`src/rtl/bram_march_bist.sv`:
```
`default_nettype none
// ============================================================================
//  Module   : bram_march_bist
//  Purpose  : March C- built-in self-test and initialisation sequencer for one
//             port of a 9-bit (8 data + 1 parity) single-clock BRAM with a
//             1-cycle registered read. It runs the full March C- over the
//             address space, compares every read, and captures the first
//             failure. A passing run leaves every word at {0, BG_PATTERN}.
//  Revision : 1.0  initial release
//
//  Ports
//    clk            rising-edge clock
//    rst_n          asynchronous active-low reset
//    start_i        one-cycle run request, accepted in IDLE or DONE only
//    busy_o         run in progress
//    done_o         run finished (level, held until the next accepted start)
//    fail_o         sticky: at least one miscompare in this run
//    fail_addr_o    address of the first miscompare
//    fail_elem_o    march element (1..5) of the first miscompare
//    fail_data_o    {dop,do} captured at the first miscompare
//    fail_cnt_o     miscompare count, saturating at 255
//    bram_addr_o    BRAM address
//    bram_en_o      BRAM enable
//    bram_we_o      BRAM write enable
//    bram_ssr_o     BRAM output sync reset (tied 0)
//    bram_di_o      BRAM write data
//    bram_dip_o     BRAM write parity
//    bram_do_i      BRAM read data (valid the cycle after a read)
//    bram_dop_i     BRAM read parity (same timing as bram_do_i)
//
//  Build option
//    BRAM_MARCH_BIST_PARITY_EN : when defined the parity bit carries the
//    pattern bit and takes part in the compare; otherwise bram_dip_o is 0
//    and bram_dop_i is only captured, never compared.
// ============================================================================
module bram_march_bist #(
    parameter int          ADDR_W     = 11,
    parameter logic [7:0]  BG_PATTERN = 8'h00
) (
    input  logic              clk,
    input  logic              rst_n,
    input  logic              start_i,
    output logic              busy_o,
    output logic              done_o,
    output logic              fail_o,
    output logic [ADDR_W-1:0] fail_addr_o,
    output logic [2:0]        fail_elem_o,
    output logic [8:0]        fail_data_o,
    output logic [7:0]        fail_cnt_o,
    output logic [ADDR_W-1:0] bram_addr_o,
    output logic              bram_en_o,
    output logic              bram_we_o,
    output logic              bram_ssr_o,
    output logic [7:0]        bram_di_o,
    output logic              bram_dip_o,
    input  logic [7:0]        bram_do_i,
    input  logic              bram_dop_i
);

    typedef enum logic [3:0] {
        S_IDLE  = 4'd0,
        S_M0    = 4'd1,
        S_M1    = 4'd2,
        S_M2    = 4'd3,
        S_M3    = 4'd4,
        S_M4    = 4'd5,
        S_M5    = 4'd6,
        S_FLUSH = 4'd7,
        S_DONE  = 4'd8
    } state_t;

    localparam logic [ADDR_W-1:0] ADDR_MAX = '1;
    localparam logic [ADDR_W-1:0] ADDR_ONE = ADDR_W'(1);

`ifdef BRAM_MARCH_BIST_PARITY_EN
    localparam logic [8:0] CMP_MASK = 9'h1FF;
`else
    localparam logic [8:0] CMP_MASK = 9'h0FF;
`endif

    // Sequencer position: element, address and read/write phase.
    state_t            state_q, state_d;
    logic [ADDR_W-1:0] addr_q, addr_d;
    logic              phase_q, phase_d;

    // Registered BRAM controls.
    logic              en_q, we_q, dip_q;
    logic [7:0]        di_q;
    logic              en_d, we_d, dip_d, one_d;
    logic [7:0]        di_d;

    // Compare pipeline: expectation registered alongside each read.
    logic              cmp_vld_q;
    logic [8:0]        cmp_exp_q;
    logic [ADDR_W-1:0] cmp_addr_q;
    logic [2:0]        cmp_elem_q;

    logic              busy_q, done_q, fail_q;
    logic [ADDR_W-1:0] fail_addr_q;
    logic [2:0]        fail_elem_q;
    logic [8:0]        fail_data_q;
    logic [7:0]        fail_cnt_q;

    logic              start_ok;
    logic [8:0]        rd_word;
    logic              miscmp;

    function automatic logic [2:0] elem_of(input state_t s);
        case (s)
            S_M1:    elem_of = 3'd1;
            S_M2:    elem_of = 3'd2;
            S_M3:    elem_of = 3'd3;
            S_M4:    elem_of = 3'd4;
            S_M5:    elem_of = 3'd5;
            default: elem_of = 3'd0;
        endcase
    endfunction

    assign start_ok = ((state_q == S_IDLE) || (state_q == S_DONE)) && start_i;
    assign rd_word  = {bram_dop_i, bram_do_i};
    assign miscmp   = cmp_vld_q && (((rd_word ^ cmp_exp_q) & CMP_MASK) != 9'd0);

    // Next position in the march. Address only wraps at element boundaries,
    // where it is reloaded with the start address of the next element.
    always_comb begin
        state_d = state_q;
        addr_d  = addr_q;
        phase_d = phase_q;
        case (state_q)
            S_IDLE, S_DONE: begin
                if (start_i) begin
                    state_d = S_M0;
                    addr_d  = '0;
                    phase_d = 1'b0;
                end
            end
            S_M0: begin
                if (addr_q == ADDR_MAX) begin
                    state_d = S_M1;
                    addr_d  = '0;
                end else begin
                    addr_d = addr_q + ADDR_ONE;
                end
            end
            S_M1, S_M2: begin
                if (!phase_q) begin
                    phase_d = 1'b1;
                end else begin
                    phase_d = 1'b0;
                    if (addr_q == ADDR_MAX) begin
                        state_d = (state_q == S_M1) ? S_M2 : S_M3;
                        addr_d  = (state_q == S_M1) ? '0 : ADDR_MAX;
                    end else begin
                        addr_d = addr_q + ADDR_ONE;
                    end
                end
            end
            S_M3, S_M4: begin
                if (!phase_q) begin
                    phase_d = 1'b1;
                end else begin
                    phase_d = 1'b0;
                    if (addr_q == '0) begin
                        state_d = (state_q == S_M3) ? S_M4 : S_M5;
                        addr_d  = (state_q == S_M3) ? ADDR_MAX : '0;
                    end else begin
                        addr_d = addr_q - ADDR_ONE;
                    end
                end
            end
            S_M5: begin
                if (addr_q == ADDR_MAX) begin
                    state_d = S_FLUSH;
                end else begin
                    addr_d = addr_q + ADDR_ONE;
                end
            end
            S_FLUSH: state_d = S_DONE;
            default: state_d = S_IDLE;
        endcase
    end

    // BRAM operation for the next position. In M1/M3 the pattern bit equals
    // the phase (r0 then w1); in M2/M4 it is inverted (r1 then w0). During a
    // read the data bus carries the expected word so it can be registered
    // into the compare pipeline.
    always_comb begin
        en_d  = state_d inside {S_M0, S_M1, S_M2, S_M3, S_M4, S_M5};
        we_d  = (state_d == S_M0) ||
                ((state_d inside {S_M1, S_M2, S_M3, S_M4}) && phase_d);
        one_d = 1'b0;
        if (state_d inside {S_M1, S_M3}) begin
            one_d = phase_d;
        end else if (state_d inside {S_M2, S_M4}) begin
            one_d = !phase_d;
        end
        di_d = one_d ? ~BG_PATTERN : BG_PATTERN;
`ifdef BRAM_MARCH_BIST_PARITY_EN
        dip_d = one_d;
`else
        dip_d = 1'b0;
`endif
    end

    always_ff @(posedge clk or negedge rst_n) begin
        if (!rst_n) begin
            state_q     <= S_IDLE;
            addr_q      <= '0;
            phase_q     <= 1'b0;
            en_q        <= 1'b0;
            we_q        <= 1'b0;
            di_q        <= 8'd0;
            dip_q       <= 1'b0;
            busy_q      <= 1'b0;
            done_q      <= 1'b0;
            cmp_vld_q   <= 1'b0;
            cmp_exp_q   <= 9'd0;
            cmp_addr_q  <= '0;
            cmp_elem_q  <= 3'd0;
            fail_q      <= 1'b0;
            fail_addr_q <= '0;
            fail_elem_q <= 3'd0;
            fail_data_q <= 9'd0;
            fail_cnt_q  <= 8'd0;
        end else begin
            state_q <= state_d;
            addr_q  <= addr_d;
            phase_q <= phase_d;
            en_q    <= en_d;
            we_q    <= we_d;
            if (en_d) begin
                di_q  <= di_d;
                dip_q <= dip_d;
            end
            busy_q <= state_d inside {S_M0, S_M1, S_M2, S_M3, S_M4, S_M5, S_FLUSH};
            done_q <= (state_d == S_DONE);

            cmp_vld_q <= en_q && !we_q;
            if (en_q && !we_q) begin
                cmp_exp_q  <= {dip_q, di_q};
                cmp_addr_q <= addr_q;
                cmp_elem_q <= elem_of(state_q);
            end

            if (start_ok) begin
                fail_q      <= 1'b0;
                fail_addr_q <= '0;
                fail_elem_q <= 3'd0;
                fail_data_q <= 9'd0;
                fail_cnt_q  <= 8'd0;
            end else if (miscmp) begin
                fail_q <= 1'b1;
                if (fail_cnt_q != 8'hFF) begin
                    fail_cnt_q <= fail_cnt_q + 8'd1;
                end
                // Only the first miscompare of a run is recorded.
                if (!fail_q) begin
                    fail_addr_q <= cmp_addr_q;
                    fail_elem_q <= cmp_elem_q;
                    fail_data_q <= rd_word;
                end
            end
        end
    end

    assign busy_o      = busy_q;
    assign done_o      = done_q;
    assign fail_o      = fail_q;
    assign fail_addr_o = fail_addr_q;
    assign fail_elem_o = fail_elem_q;
    assign fail_data_o = fail_data_q;
    assign fail_cnt_o  = fail_cnt_q;
    assign bram_addr_o = addr_q;
    assign bram_en_o   = en_q;
    assign bram_we_o   = we_q;
    assign bram_ssr_o  = 1'b0;
    assign bram_di_o   = di_q;
    assign bram_dip_o  = dip_q;

endmodule
`default_nettype wire

```
`config.mk`:
```
export PLATFORM = sky130hd
export DESIGN_NAME = bram_march_bist
export DESIGN_NICKNAME = d
export VERILOG_FILES = /design/src/rtl/bram_march_bist.sv
export SDC_FILE = /design/constraint.sdc
export NUM_CORES = 1
export LEC_CHECK = 0
export BUFFER_PORTS_ARGS = -buffer_cell sky130_fd_sc_hd__buf_2
export CAP_MARGIN = 10
export CORE_ASPECT_RATIO = 1.4
export CORE_MARGIN = 8
export CORE_UTILIZATION = 40
export DETAILED_ROUTE_END_ITERATION = 10
export GPL_ROUTABILITY_DRIVEN = 0
export PLACE_DENSITY = 0.66
export RECOVER_POWER = 100
export SYNTH_ARGS = -nofsm -noshare
export SYNTH_HDL_FRONTEND = slang
export SYNTH_SLANG_ARGS = --single-unit
```
`constraint.sdc`:
```
create_clock -name clk -period 3 [get_ports clk]
set_clock_uncertainty 0.15 [all_clocks]
set_input_delay 0.3 -clock clk [delete_from_list [all_inputs] [get_ports clk]]
set_output_delay 0.3 -clock clk [all_outputs]
set_load 0.005 [all_outputs]
```
Yosys cells after proc, flatten, opt, wreduce, memory -nomap -nowiden
Index checks and enable logic that the tools add are counted.
- add/subtract/negate cells: 3
- eq/ne operators: 23
- mux-type cells: 41
- bitwise gates (word level): 1
- reduce and logical (&&, ||, !) cells: 26
- operators with widths (operator ; count):
    2-to-1 mux 11 bit ; 12
    one-hot mux 11 bit (5 select lines) ; 1
    == test 4 x 3 -> 1 bit (second input constant) ; 8
    2-to-1 mux 8 bit ; 4
    2-to-1 mux 4 bit ; 7
    2-to-1 mux 9 bit ; 3
    one-hot mux 4 bit (6 select lines) ; 1
    == test 4 x 2 -> 1 bit (second input constant) ; 4
    one-hot mux 3 bit (5 select lines) ; 1
    2-to-1 mux 3 bit ; 4
    adder 11 x 1 -> 11 bit (second input constant) ; 1
    == test 11 bit (second input constant) ; 1
    zero test 11 bit ; 1
    subtractor 11 x 1 -> 11 bit (second input constant) ; 1
    nonzero test 9 bit ; 1
    adder 8 x 1 -> 8 bit (second input constant) ; 1
    == test 4 x 1 -> 1 bit (second input constant) ; 2
    == test 4 bit (second input constant) ; 2
    != test 2 bit (second input constant) ; 4
    != test 8 bit (second input constant) ; 1
    nonzero test 2 bit ; 4
    XOR 8 bit ; 1
    nonzero test 7 bit ; 1
    2-to-1 mux 1 bit ; 6
    14 further kinds ; 22
- flip-flop bits (word level): 83
- bits of input ports: 12
- output and inout bits: 57

Longest topological paths before layout
- depth after elaboration: 10
- mapped depth: 11
- gate-level depth less buffers: 9

Least setup slack after synthesis
OpenSTA, ideal clock, no wires.
- kind: register to register
- start point: register addr_q[0], in the netlist bram_addr_o[0]
- end point: register addr_q[9], in the netlist bram_addr_o[9]
- library setup time: 0.130 ns
- arrival: 2.343 ns
- required time: 2.720 ns
- path slack: 0.377 ns
- cell stages (with the launch flop): 12
- path buffers: 3
- period minus slack after synthesis: 2.623 ns
- cell sequence: dfrtp_1 -> clkbuf_1 -> inv_1 -> ha_1 -> or3b_2 -> or3_4 -> buf_6 -> o21ai_4 -> buf_6 -> a311oi_1 -> nor3_1 -> o21ai_1
- cells in the longest elaborated chain, start to end: 4
- elaborated cells on any way between the ends: 13
- RTL lines (what ; RTL line ; text):
    from (decl) ; 83 ; logic [ADDR_W-1:0] addr_q, addr_d;
    from (signal assigned) ; 227 ; addr_q <= addr_d;
    subtractor 11 x 1 -> 11 bit (tied with other cells) ; 167 ; addr_d = addr_q - ADDR_ONE;
    2-to-1 mux 11 bit, on equally long branches ; 163, 150 ;
    2-to-1 mux 11 bit, on equally long branches ; 159, 146 ;
    one-hot mux 11 bit (5 select lines) ; 129 ; case (state_q)
Several ways; a longest one is shown, not always the timed one. The select of a mux whose other input is x is not followed.
A chain may end at the register's enable or synchronous reset.

Worst setup path after layout
- start point: register addr_q[0], in the netlist bram_addr_o[0]
- end point: register addr_q[5], in the netlist bram_addr_o[5]
Same word-level chain as after synthesis.

==> metrics <==
CTS resizes=0; library cell with the largest summed area after synthesis=sky130_fd_sc_hd__dfrtp_1; final period utilization=about 93%; final-report setup violation count=0; Yosys Warn Count=0; Final Max Slew Viols=39; critical path type=register to register; Critical Path AT=approximately 2.8 ns; non-filler cells in the finished layout=595; number of CTS-inserted buffers=9; Power Dens Cells=a little under 900 nW/um^2; type of origin of the critical path=register; via total after detailed routing=~3400; instance area at placement=4280 sq um; maximum resistive drop on vdd=486 uV; source-to-sink clock delay at the later pin of the worst-skew pair=approximately 0.33 ns; largest net degree at the start of global routing=39; element type at the critical path end=register; vias in the first global route=about 3300; number of buffers added on ports=66; register bit count reported by yosys=69; antenna diode count=0; area growth from synthesis to final layout=17.0%; CTS tree=done; share of flip-flops with an asynchronous set or reset after synthesis=between 90% and 100%; Placed Cells=just under 600; setup TNS=0 ns; average footprint of a synthesized cell=a little over 9 sq um; number of detailed-route iterations in the first pass=5; initial drt markers=about 180; RSZ-0062 raised after global routing=no; clk root buf=sky130_fd_sc_hd__clkbuf_16; clock slew seen by the registers of the worst setup and hold paths=about 0.050 ns; Post-Synthesis Cell Area=slightly below 4000 sq um; y dimension of the die=roughly 130 um; total wirelength of the detailed-routed design=10100 um; area share of the largest cell type after synthesis=about 44%; required time at the worst-slack endpoint=3.04 ns; largest fanout of any net on the critical path=12; routed len/inst=roughly 17 um; hold-fix buffer count after cts=1; max frequency=between 300 and 400 MHz; Setup WS pre-CTS=~0.29 ns; transition time at the pin with the least slew margin=between 1.5 and 2 ns; number of post-CTS setup repair buffers=0; Min Clock Period, post-route=between 2 and 3 ns; via count normalized by instance count=around 5.6; number of buffers on the longest clock path=2; Synth Instances=426; post-synth cell types=between 50 and 60; chip width=between 90 and 100 um; TritonCTS Sinks=69; number of max-capacitance violations reported=1; starting utilization of the core area=around 41%; fill cell count=~920; global route total overflow=0; Most used DFF post-synth=sky130_fd_sc_hd__dfrtp_1; most frequent cells in the layout=69 x sky130_fd_sc_hd__dfrtp_1, 56 x sky130_fd_sc_hd__nor2_1, 43 x sky130_fd_sc_hd__clkbuf_1, 32 x sky130_fd_sc_hd__nand2_1, 29 x sky130_fd_sc_hd__buf_2; violations in the final reports=capacitance limit, slew limit; first-pass GRT wire length=between 15000 and 20000 um; initial antenna violation count=0; total global-route track usage=15.3%; DRC violations left=0; area of the core=roughly 9500 sq um; proportion of synthesized chip area in sequential cells=around 44%; Layout Nets=approximately 500; HP Class=input port to register; share of layout cells above drive strength 1=between 15 and 20%; leakage component of the power=between 1.5 and 2 nW; PnR worst setup slack=about 0.22 ns; most area-consuming cells after synthesis=sky130_fd_sc_hd__dfrtp_1 44%, sky130_fd_sc_hd__mux2i_1 6.7%, sky130_fd_sc_hd__nor2_1 5.5%, sky130_fd_sc_hd__mux2_2 3.2%, sky130_fd_sc_hd__nand2_1 3.1%; total number of placement rows=42; antenna-violating nets left=0; most common cell after layout, fill and taps aside=sky130_fd_sc_hd__dfrtp_1; DPL Wire Length=7180 um; htree depth=3; Top-Level Pins=between 60 and 70; Max-Slew Margin vs Limit=-33.1%; number of enable flip-flop cells after synthesis=0; hold violation count in the final report=0; result of the run=finished, violations left; final design area excluding fillers=approximately 4600 sq um; area of the die=13200 sq um
-- stage by stage --
stage | power, mW | utilization (%) | hold WS, ns
after floorplan | 2.44 | - | -0.146
after global placement | 2.87 | 45.3 | 0.299
after detailed placement | 2.90 | 45.3 | 0.302
after CTS | 4.11 | 48.9 | 0.0631
after global routing | 4.30 | 48.2 | 0.110
final | 4.02 | 48.2 | 0.0632
-- layout make-up --
cell class	count	area (sq um)	share of cell area, %
well taps	110	138	3.02
repair buffers	85	403	8.84
clock inverters	6	111	2.44
inverters	11	41.3	0.906
flip-flops and latches	69	1730	37.9
clock buffers	9	225	4.94
multi-input cells	305	1910	41.9
-- registers in the layout, indices dropped and copies added, names as in the netlist, 3 cells and up --
signal       count
bram_addr_o     11
cmp_addr_q      11
fail_addr_o     11
fail_data_o      9
fail_cnt_o       8
state_q          4
cmp_elem_q       3
fail_elem_o      3
-- power breakdown --
| part | switching, mW | internal, mW | leakage (nW) | total (mW) |
|---|---|---|---|---|
| clock network | 0.385 | 0.808 | 0.162 | 1.19 |
| logic | 0.776 | 0.579 | 0.935 | 1.36 |
| registers | 0.274 | 1.20 | 0.890 | 1.47 |
| total | 1.44 | 2.59 | 1.99 | 4.02 |
-- Yosys cell counts (3+ instances only) --
cell type and number:
sky130_fd_sc_hd__xor2_1 8, sky130_fd_sc_hd__inv_1 9, sky130_fd_sc_hd__nor4_1 8, sky130_fd_sc_hd__mux2i_1 26, sky130_fd_sc_hd__o21ai_1 7, sky130_fd_sc_hd__a311oi_1 3, sky130_fd_sc_hd__buf_6 4, sky130_fd_sc_hd__nor3b_1 3
sky130_fd_sc_hd__a211oi_1 4, sky130_fd_sc_hd__dfrtp_1 69, sky130_fd_sc_hd__clkbuf_1 24, sky130_fd_sc_hd__o21ai_0 20, sky130_fd_sc_hd__nand4_1 9, sky130_fd_sc_hd__xnor2_1 9, sky130_fd_sc_hd__a31oi_1 3, sky130_fd_sc_hd__buf_4 9
sky130_fd_sc_hd__nand3_1 19, sky130_fd_sc_hd__o31ai_1 3, sky130_fd_sc_hd__nor2b_1 4, sky130_fd_sc_hd__and4_1 4, sky130_fd_sc_hd__nand2_1 32, sky130_fd_sc_hd__a21oi_1 14, sky130_fd_sc_hd__nor2_1 57, sky130_fd_sc_hd__nor3_1 18
sky130_fd_sc_hd__mux2_2 11, sky130_fd_sc_hd__and3_1 6, sky130_fd_sc_hd__buf_2 3, sky130_fd_sc_hd__ha_1 4, sky130_fd_sc_hd__or3_1 3
-- cells by family (layout without fill, tap and decap cells) --
| kind of cell | count (synthesis) | after routing | share of synthesized area [%] |
|---|---|---|---|
| xor+xnor | 17 | 17 | 3.83 |
| other cells | 1 | 2 | 0.0963 |
| simple gates | 176 | 176 | 22.5 |
| flops | 69 | 69 | 44.4 |
| fa+ha+maj | 4 | 4 | 1.29 |
| mux | 37 | 37 | 9.87 |
| buf+inv | 53 | 111 | 6.85 |
| compound gates | 69 | 69 | 11.3 |
-- worst paths after layout --
check	from	endpoint	slack, ns	cells after the start
min in group asynchronous	rst_n	fail_cnt_o[6]	0.92	2
setup / recovery	bram_addr_o[0]	bram_addr_o[5]	0.22	8
setup reg to reg	bram_addr_o[0]	bram_addr_o[5]	0.22	8
max in group asynchronous	rst_n	bram_addr_o[6]	0.64	3
hold reg to reg	cmp_elem_q[1]	cmp_elem_q[1]	0.34	2
hold / removal	bram_dop_i	fail_data_o[8]	0.06	3
-- critical path: stages, from the launching register on --
cell and delay [ns]:
sky130_fd_sc_hd__dfrtp_1 0.48, sky130_fd_sc_hd__inv_1 0.14, sky130_fd_sc_hd__ha_1 0.18, sky130_fd_sc_hd__or3b_2 0.50
sky130_fd_sc_hd__or3_4 0.44, sky130_fd_sc_hd__o21ai_4 0.34, sky130_fd_sc_hd__a21oi_1 0.09, sky130_fd_sc_hd__nor3_1 0.20
sky130_fd_sc_hd__o21ai_0 0.11
-- per-layer routing --
metal	track usage (%)	routed length (um)	up-vias	share of wire, %
met4	7.26	247	0	2.4
met3	4.04	551	16	5.5
li1	-	-	1597	-
met1	17.2	4170	1611	41
met2	26.2	5120	127	51
met5	0	0	-	0
(Power assumes the default switching activity.)
